File: src/rtl/vga_timing_pkg.sv
// Shared VGA raster constants: default 640x480@60 porch/sync geometry and helpers
// used by the timing generator and by downstream screen drawers.
package vga_timing_pkg;

  localparam int DEFAULT_H_VISIBLE = 640;
  localparam int DEFAULT_H_FRONT   = 16;
  localparam int DEFAULT_H_SYNC    = 96;
  localparam int DEFAULT_H_BACK    = 48;

  localparam int DEFAULT_V_VISIBLE = 480;
  localparam int DEFAULT_V_FRONT   = 10;
  localparam int DEFAULT_V_SYNC    = 2;
  localparam int DEFAULT_V_BACK    = 33;

  localparam int SCREEN_WIDTH  = DEFAULT_H_VISIBLE;
  localparam int SCREEN_HEIGHT = DEFAULT_V_VISIBLE;

  // Both axis counters are 10 bits wide, so neither axis may exceed 1023 positions.
  localparam int COUNT_W   = 10;
  localparam int MAX_TOTAL = 1023;

  function automatic int axis_total(input int visible, input int front,
                                    input int sync_w, input int back);
    return visible + front + sync_w + back;
  endfunction

  localparam int DEFAULT_H_TOTAL = axis_total(DEFAULT_H_VISIBLE, DEFAULT_H_FRONT,
                                              DEFAULT_H_SYNC, DEFAULT_H_BACK);
  localparam int DEFAULT_V_TOTAL = axis_total(DEFAULT_V_VISIBLE, DEFAULT_V_FRONT,
                                              DEFAULT_V_SYNC, DEFAULT_V_BACK);

  function automatic logic sync_level(input logic active, input logic active_low);
    return active ^ active_low;
  endfunction

endpackage

File: src/rtl/vga_axis_counter.sv
// One raster axis: a wrapping position counter with combinational decodes of
// the wrap point, the sync window and the visible window.
module vga_axis_counter
  import vga_timing_pkg::*;
#(
  parameter int VISIBLE = DEFAULT_H_VISIBLE,
  parameter int FRONT   = DEFAULT_H_FRONT,
  parameter int SYNC    = DEFAULT_H_SYNC,
  parameter int BACK    = DEFAULT_H_BACK
) (
  input  logic               clk,
  input  logic               rst_n,
  input  logic               enable,
  output logic [COUNT_W-1:0] count,
  output logic               wrap,
  output logic               sync_active,
  output logic               visible
);

  localparam int TOTAL      = axis_total(VISIBLE, FRONT, SYNC, BACK);
  localparam int SYNC_START = VISIBLE + FRONT;
  localparam int SYNC_END   = SYNC_START + SYNC;

  if (TOTAL > MAX_TOTAL) begin : g_total_check
    $fatal(1, "vga_axis_counter: axis total %0d exceeds %0d", TOTAL, MAX_TOTAL);
  end

  logic [COUNT_W-1:0] count_q;
  logic [COUNT_W-1:0] count_d;

  always_comb begin
    count_d = count_q;
    if (enable) begin
      count_d = wrap ? '0 : count_q + 1'b1;
    end
  end

  always_ff @(posedge clk or negedge rst_n) begin
    if (!rst_n) begin
      count_q <= '0;
    end else begin
      count_q <= count_d;
    end
  end

  assign count       = count_q;
  assign wrap        = (count_q == COUNT_W'(TOTAL - 1));
  assign sync_active = (count_q >= COUNT_W'(SYNC_START)) && (count_q < COUNT_W'(SYNC_END));
  assign visible     = (count_q < COUNT_W'(VISIBLE));

endmodule

File: src/rtl/vga_timing_generator.sv
// VGA raster timing: registered row/column, display enable, sync pulses and
// line/frame strobes, all decoded from the same pre-edge counter value.
module vga_timing_generator
  import vga_timing_pkg::*;
#(
  parameter int H_VISIBLE       = DEFAULT_H_VISIBLE,
  parameter int H_FRONT         = DEFAULT_H_FRONT,
  parameter int H_SYNC          = DEFAULT_H_SYNC,
  parameter int H_BACK          = DEFAULT_H_BACK,
  parameter int V_VISIBLE       = DEFAULT_V_VISIBLE,
  parameter int V_FRONT         = DEFAULT_V_FRONT,
  parameter int V_SYNC          = DEFAULT_V_SYNC,
  parameter int V_BACK          = DEFAULT_V_BACK,
  parameter bit SYNC_ACTIVE_LOW = 1'b1
) (
  input  logic        vga_clock,
  input  logic        reset,
  input  logic        pixel_tick,
  output logic [31:0] row,
  output logic [31:0] column,
  output logic        display_enable,
  output logic        hsync,
  output logic        vsync,
  output logic        line_start,
  output logic        frame_start
);

  localparam logic SYNC_IDLE = sync_level(1'b0, SYNC_ACTIVE_LOW);

  logic [COUNT_W-1:0] h_count;
  logic [COUNT_W-1:0] v_count;
  logic               h_wrap;
  logic               h_sync_active;
  logic               h_visible;
  logic               v_wrap_unused;
  logic               v_sync_active;
  logic               v_visible;

  vga_axis_counter #(
    .VISIBLE (H_VISIBLE),
    .FRONT   (H_FRONT),
    .SYNC    (H_SYNC),
    .BACK    (H_BACK)
  ) u_h_axis (
    .clk         (vga_clock),
    .rst_n       (reset),
    .enable      (pixel_tick),
    .count       (h_count),
    .wrap        (h_wrap),
    .sync_active (h_sync_active),
    .visible     (h_visible)
  );

  // The vertical axis advances only on the tick that wraps the horizontal axis.
  vga_axis_counter #(
    .VISIBLE (V_VISIBLE),
    .FRONT   (V_FRONT),
    .SYNC    (V_SYNC),
    .BACK    (V_BACK)
  ) u_v_axis (
    .clk         (vga_clock),
    .rst_n       (reset),
    .enable      (pixel_tick && h_wrap),
    .count       (v_count),
    .wrap        (v_wrap_unused),
    .sync_active (v_sync_active),
    .visible     (v_visible)
  );

  logic [COUNT_W-1:0] row_q,    row_d;
  logic [COUNT_W-1:0] column_q, column_d;
  logic               display_enable_q, display_enable_d;
  logic               hsync_q,       hsync_d;
  logic               vsync_q,       vsync_d;
  logic               line_start_q,  line_start_d;
  logic               frame_start_q, frame_start_d;

  // Strobes default low so they last exactly one cycle even when ticks are sparse.
  always_comb begin
    row_d            = row_q;
    column_d         = column_q;
    display_enable_d = display_enable_q;
    hsync_d          = hsync_q;
    vsync_d          = vsync_q;
    line_start_d     = 1'b0;
    frame_start_d    = 1'b0;
    if (pixel_tick) begin
      row_d            = v_count;
      column_d         = h_count;
      display_enable_d = h_visible && v_visible;
      hsync_d          = sync_level(h_sync_active, SYNC_ACTIVE_LOW);
      vsync_d          = sync_level(v_sync_active, SYNC_ACTIVE_LOW);
      line_start_d     = (h_count == '0);
      frame_start_d    = (h_count == '0) && (v_count == '0);
    end
  end

  always_ff @(posedge vga_clock or negedge reset) begin
    if (!reset) begin
      row_q            <= '0;
      column_q         <= '0;
      display_enable_q <= 1'b0;
      hsync_q          <= SYNC_IDLE;
      vsync_q          <= SYNC_IDLE;
      line_start_q     <= 1'b0;
      frame_start_q    <= 1'b0;
    end else begin
      row_q            <= row_d;
      column_q         <= column_d;
      display_enable_q <= display_enable_d;
      hsync_q          <= hsync_d;
      vsync_q          <= vsync_d;
      line_start_q     <= line_start_d;
      frame_start_q    <= frame_start_d;
    end
  end

  assign row            = {{(32 - COUNT_W){1'b0}}, row_q};
  assign column         = {{(32 - COUNT_W){1'b0}}, column_q};
  assign display_enable = display_enable_q;
  assign hsync          = hsync_q;
  assign vsync          = vsync_q;
  assign line_start     = line_start_q;
  assign frame_start    = frame_start_q;

endmodule
File: config.mk
export PLATFORM = sky130hd
export DESIGN_NAME = vga_timing_generator
export DESIGN_NICKNAME = d
export VERILOG_FILES = /design/src/rtl/vga_timing_pkg.sv /design/src/rtl/vga_axis_counter.sv /design/src/rtl/vga_timing_generator.sv
export SDC_FILE = /design/constraint.sdc
export NUM_CORES = 1
export LEC_CHECK = 0
export ABC_AREA = 1
export BUFFER_PORTS_ARGS = -buffer_cell sky130_fd_sc_hd__clkbuf_2
export CAP_MARGIN = 15
export CORE_AREA = 2 2 78 80
export CTS_CLUSTER_DIAMETER = 100
export DETAILED_ROUTE_END_ITERATION = 16
export DIE_AREA = 0 0 80 82
export PLACE_DENSITY = 0.71
export SLEW_MARGIN = 25
export SYNTH_ARGS = -nofsm -noshare
export SYNTH_HDL_FRONTEND = slang
export SYNTH_SLANG_ARGS = --single-unit
export TNS_END_PERCENT = 10
File: constraint.sdc
create_clock -name vga_clock -period 1.36 [get_ports vga_clock]
set_clock_uncertainty 0.2 [all_clocks]
set_input_delay 0.204 -clock vga_clock [delete_from_list [all_inputs] [get_ports vga_clock]]
set_output_delay 0.204 -clock vga_clock [all_outputs]
set_load 0.05 [all_outputs]
==> impl_metrics.ini <==
[worst_hold_path]
min_path_type = input port to asynchronous set/reset pin

[yosys]
ys_ff_latch = 45
synth_area_leaders = dfrtp_1, buf_4, nand2_1
syn_avg_cell_area_um2 = 8.23
seq_area_frac_synth_pct = 45.7
synth_cell_types = 22
synth_top_cell_by_area = dfrtp_1
synth_cells = 300
yosys_warnings = 0
synth_top_cell_area_share_pct = 43.6
syn_area_um2 = 2470

[clock_network]
clock-sinks = 45
cts_tree = yes
cts_made_buffers = 5
ctsRootBufferMaster = clkbuf_8
h-tree-depth = 2
clockBufferDepth = 2
clkTransAtPathRegs_ns = 0.08
clk_latency_ns = 0.30

[layout]
final_nets = 383
syn_to_final_growth_pct = 25.9
fillers = 569
utilization_pct = 54.1
final_layout_size_suffix_gt1_share_pct = 28.4
multiInputGateArea_um2 = 1070
finalInstanceArea_um2 = 3110
seq_area_um2 = 1130
fin_cells = 452
antenna_cells = 0

[global_route]
grt_max_degree = 38
track_usage_pct = 16.9
antenna_found_initial = 0
grt_overflow = 0
grt_pass1_vias = 1827
grt_pass1_wl_um = 8480

[routing]
final_antenna_net_count = 0
vias = 2045
routed_via_density = 4.52
drt_pass1_iterations = 4
drc_errors = 0
wl_per_cell_um = 11.4
drt_iter0_markers = 117
routed_wl_um = 5160

[sta]
fin_crit_ns = 1.55
setup_violations = 24
rsz0062_at_grt = yes
finalHoldViolCount = 0
post-route-worst-setup-slack_ns = -0.192
hold_ws_ns = 0.0940
fmax_mhz = 644
drv_slew = 0
final.setup.tns_ns = -2.84
min_period_over_period_pct = 114

[placement]
place_area_um2 = 2860
gp_congestion = 0.861
hpwl_um = 3780
port_buffers = 27
placedCellCount = 439

[worst_setup_path]
crit_required_ns = 1.39
endpoint_kind = flip-flop
cp_max_fo = 5
startpoint_type = flip-flop
reg2reg_setup_slack_ns = -0.19
worstPathArrival_ns = 1.58
critical_path_class = flip-flop to flip-flop

[die]
rows = 28
fp.dieArea_um2 = 6560
die_w_um = 80
die_y_um = 82
core_area_um2 = 5750
ioPinCount = 72
start_util_pct = 43.0

[status]
status = finished with violations
violations = negative setup slack

[power_and_ir_drop]
p_leak_nw = 1.63
peakVddDrop_mv = 0.666
powerDensity_nw_per_um2 = 1280

[flow_run]
drv_cap = 0
## critical path: stages (launching register included)
cell	delay [ns]
dfrtp_1	0.38
ha_2	0.20
nand2_2	0.08
nor2_4	0.12
nand3_4	0.11
buf_6	0.16
nor2_4	0.09
xor2_2	0.13
## metrics by stage
stage	power [W]	setup WS, ns
6_report	0.00398	-0.192
5_1_grt	0.00420	-0.272
4_1_cts	0.00396	-0.179
3_5_place_dp	0.00311	-0.227
3_3_place_gp	0.00308	-0.173
2_1_floorplan	0.00272	-0.0922
## cell usage in the layout, fill, tap and decap left out, drive strengths merged, types with 4 or more instances in the layout
cell | synthesis | layout
xor2 | 6 | 6
nor3 | 5 | 5
nor2 | 30 | 30
buf | 47 | 60
conb | 1 | 44
dfrtp | 43 | 43
clkbuf | 4 | 24
inv | 32 | 32
ha | 4 | 4
nand4 | 9 | 9
nand3 | 17 | 17
o21ai | 25 | 25
nand2 | 70 | 70
## what timing repair did
| action | in CTS | in global routing |
|---|---|---|
| gates resized for setup | 26 | 30 |
| endpoints found under the setup margin | 25 | 43 |
| pin swaps | 5 | 7 |
| hold buffers | 1 | 0 |
| setup buffers | 1 | 3 |
| hold endpoints to repair | 44 | 0 |
## synthesized netlist by cell type
cell type / count
a21oi_1: 2
buf_4: 45
buf_6: 2
clkbuf_1: 4
conb_1: 1
dfrtp_1: 43
dfstp_2: 2
ha_1: 4
inv_1: 31
inv_2: 1
nand2_1: 70
nand3_1: 16
nand3_2: 1
nand4_1: 9
nor2_1: 27
nor2_4: 3
nor3_1: 5
o21a_1: 1
o21ai_0: 25
o22ai_1: 2
xor2_1: 4
xor2_2: 2
## sequential cells by signal, indices dropped and copies added (netlist names)
name,cells
line_start,1
u_v_axis.count,10
row_q,10
column_q,10
vsync,1
frame_start,1
u_h_axis.count,10
hsync,1
display_enable,1
## cell families (layout without fill, tap and decap cells)
group / count (synthesis) / in the layout / synth area share (%)
compound gates: 30 / 30 / 6.28
xor+xnor: 6 / 6 / 2.74
fa+ha+maj: 4 / 4 / 2.03
buf+inv: 83 / 117 / 20.1
flops: 45 / 45 / 45.7
other cells: 1 / 44 / 0.152
simple gates: 131 / 131 / 23.0
## layer usage
metal | up-vias | global-route usage, % | part of all wire [%]
met5 | - | 0 | 0
li1 | 1007 | - | -
met2 | 72 | 28.2 | 47
met3 | 9 | 3.52 | 5.6
met4 | 0 | 6.78 | 2.3
met1 | 957 | 21.7 | 46
## layout make-up
cell class	instances	share of cell area (%)
clock buffer	8	2.58
timing repair buffer	77	19.8
tap	75	3.02
inverter	32	3.86
sequential	45	36.4
multi-input combinational	215	34.4
## power by group
part | internal (W) | total [W] | switching, W | leakage [nW]
Clock | 0.000366 | 0.000803 | 0.000438 | 0.0395
Sequential | 0.00152 | 0.00165 | 0.000125 | 0.551
Combinational | 0.000453 | 0.00153 | 0.00108 | 1.04
## path summary, 6_finish.rpt
kind	from	to	cells past startpoint
setup reg to reg	u_h_axis.count[0]	u_v_axis.count[7]	7
min in group vga_clock	pixel_tick	u_h_axis.count[1]	3
setup / recovery	u_h_axis.count[0]	u_v_axis.count[7]	7
hold reg to reg	row_q[7]	row_q[7]	2
max in group asynchronous	reset	vsync	3
hold / removal	reset	column_q[9]	2
Power figures use the tool's default switching activity.
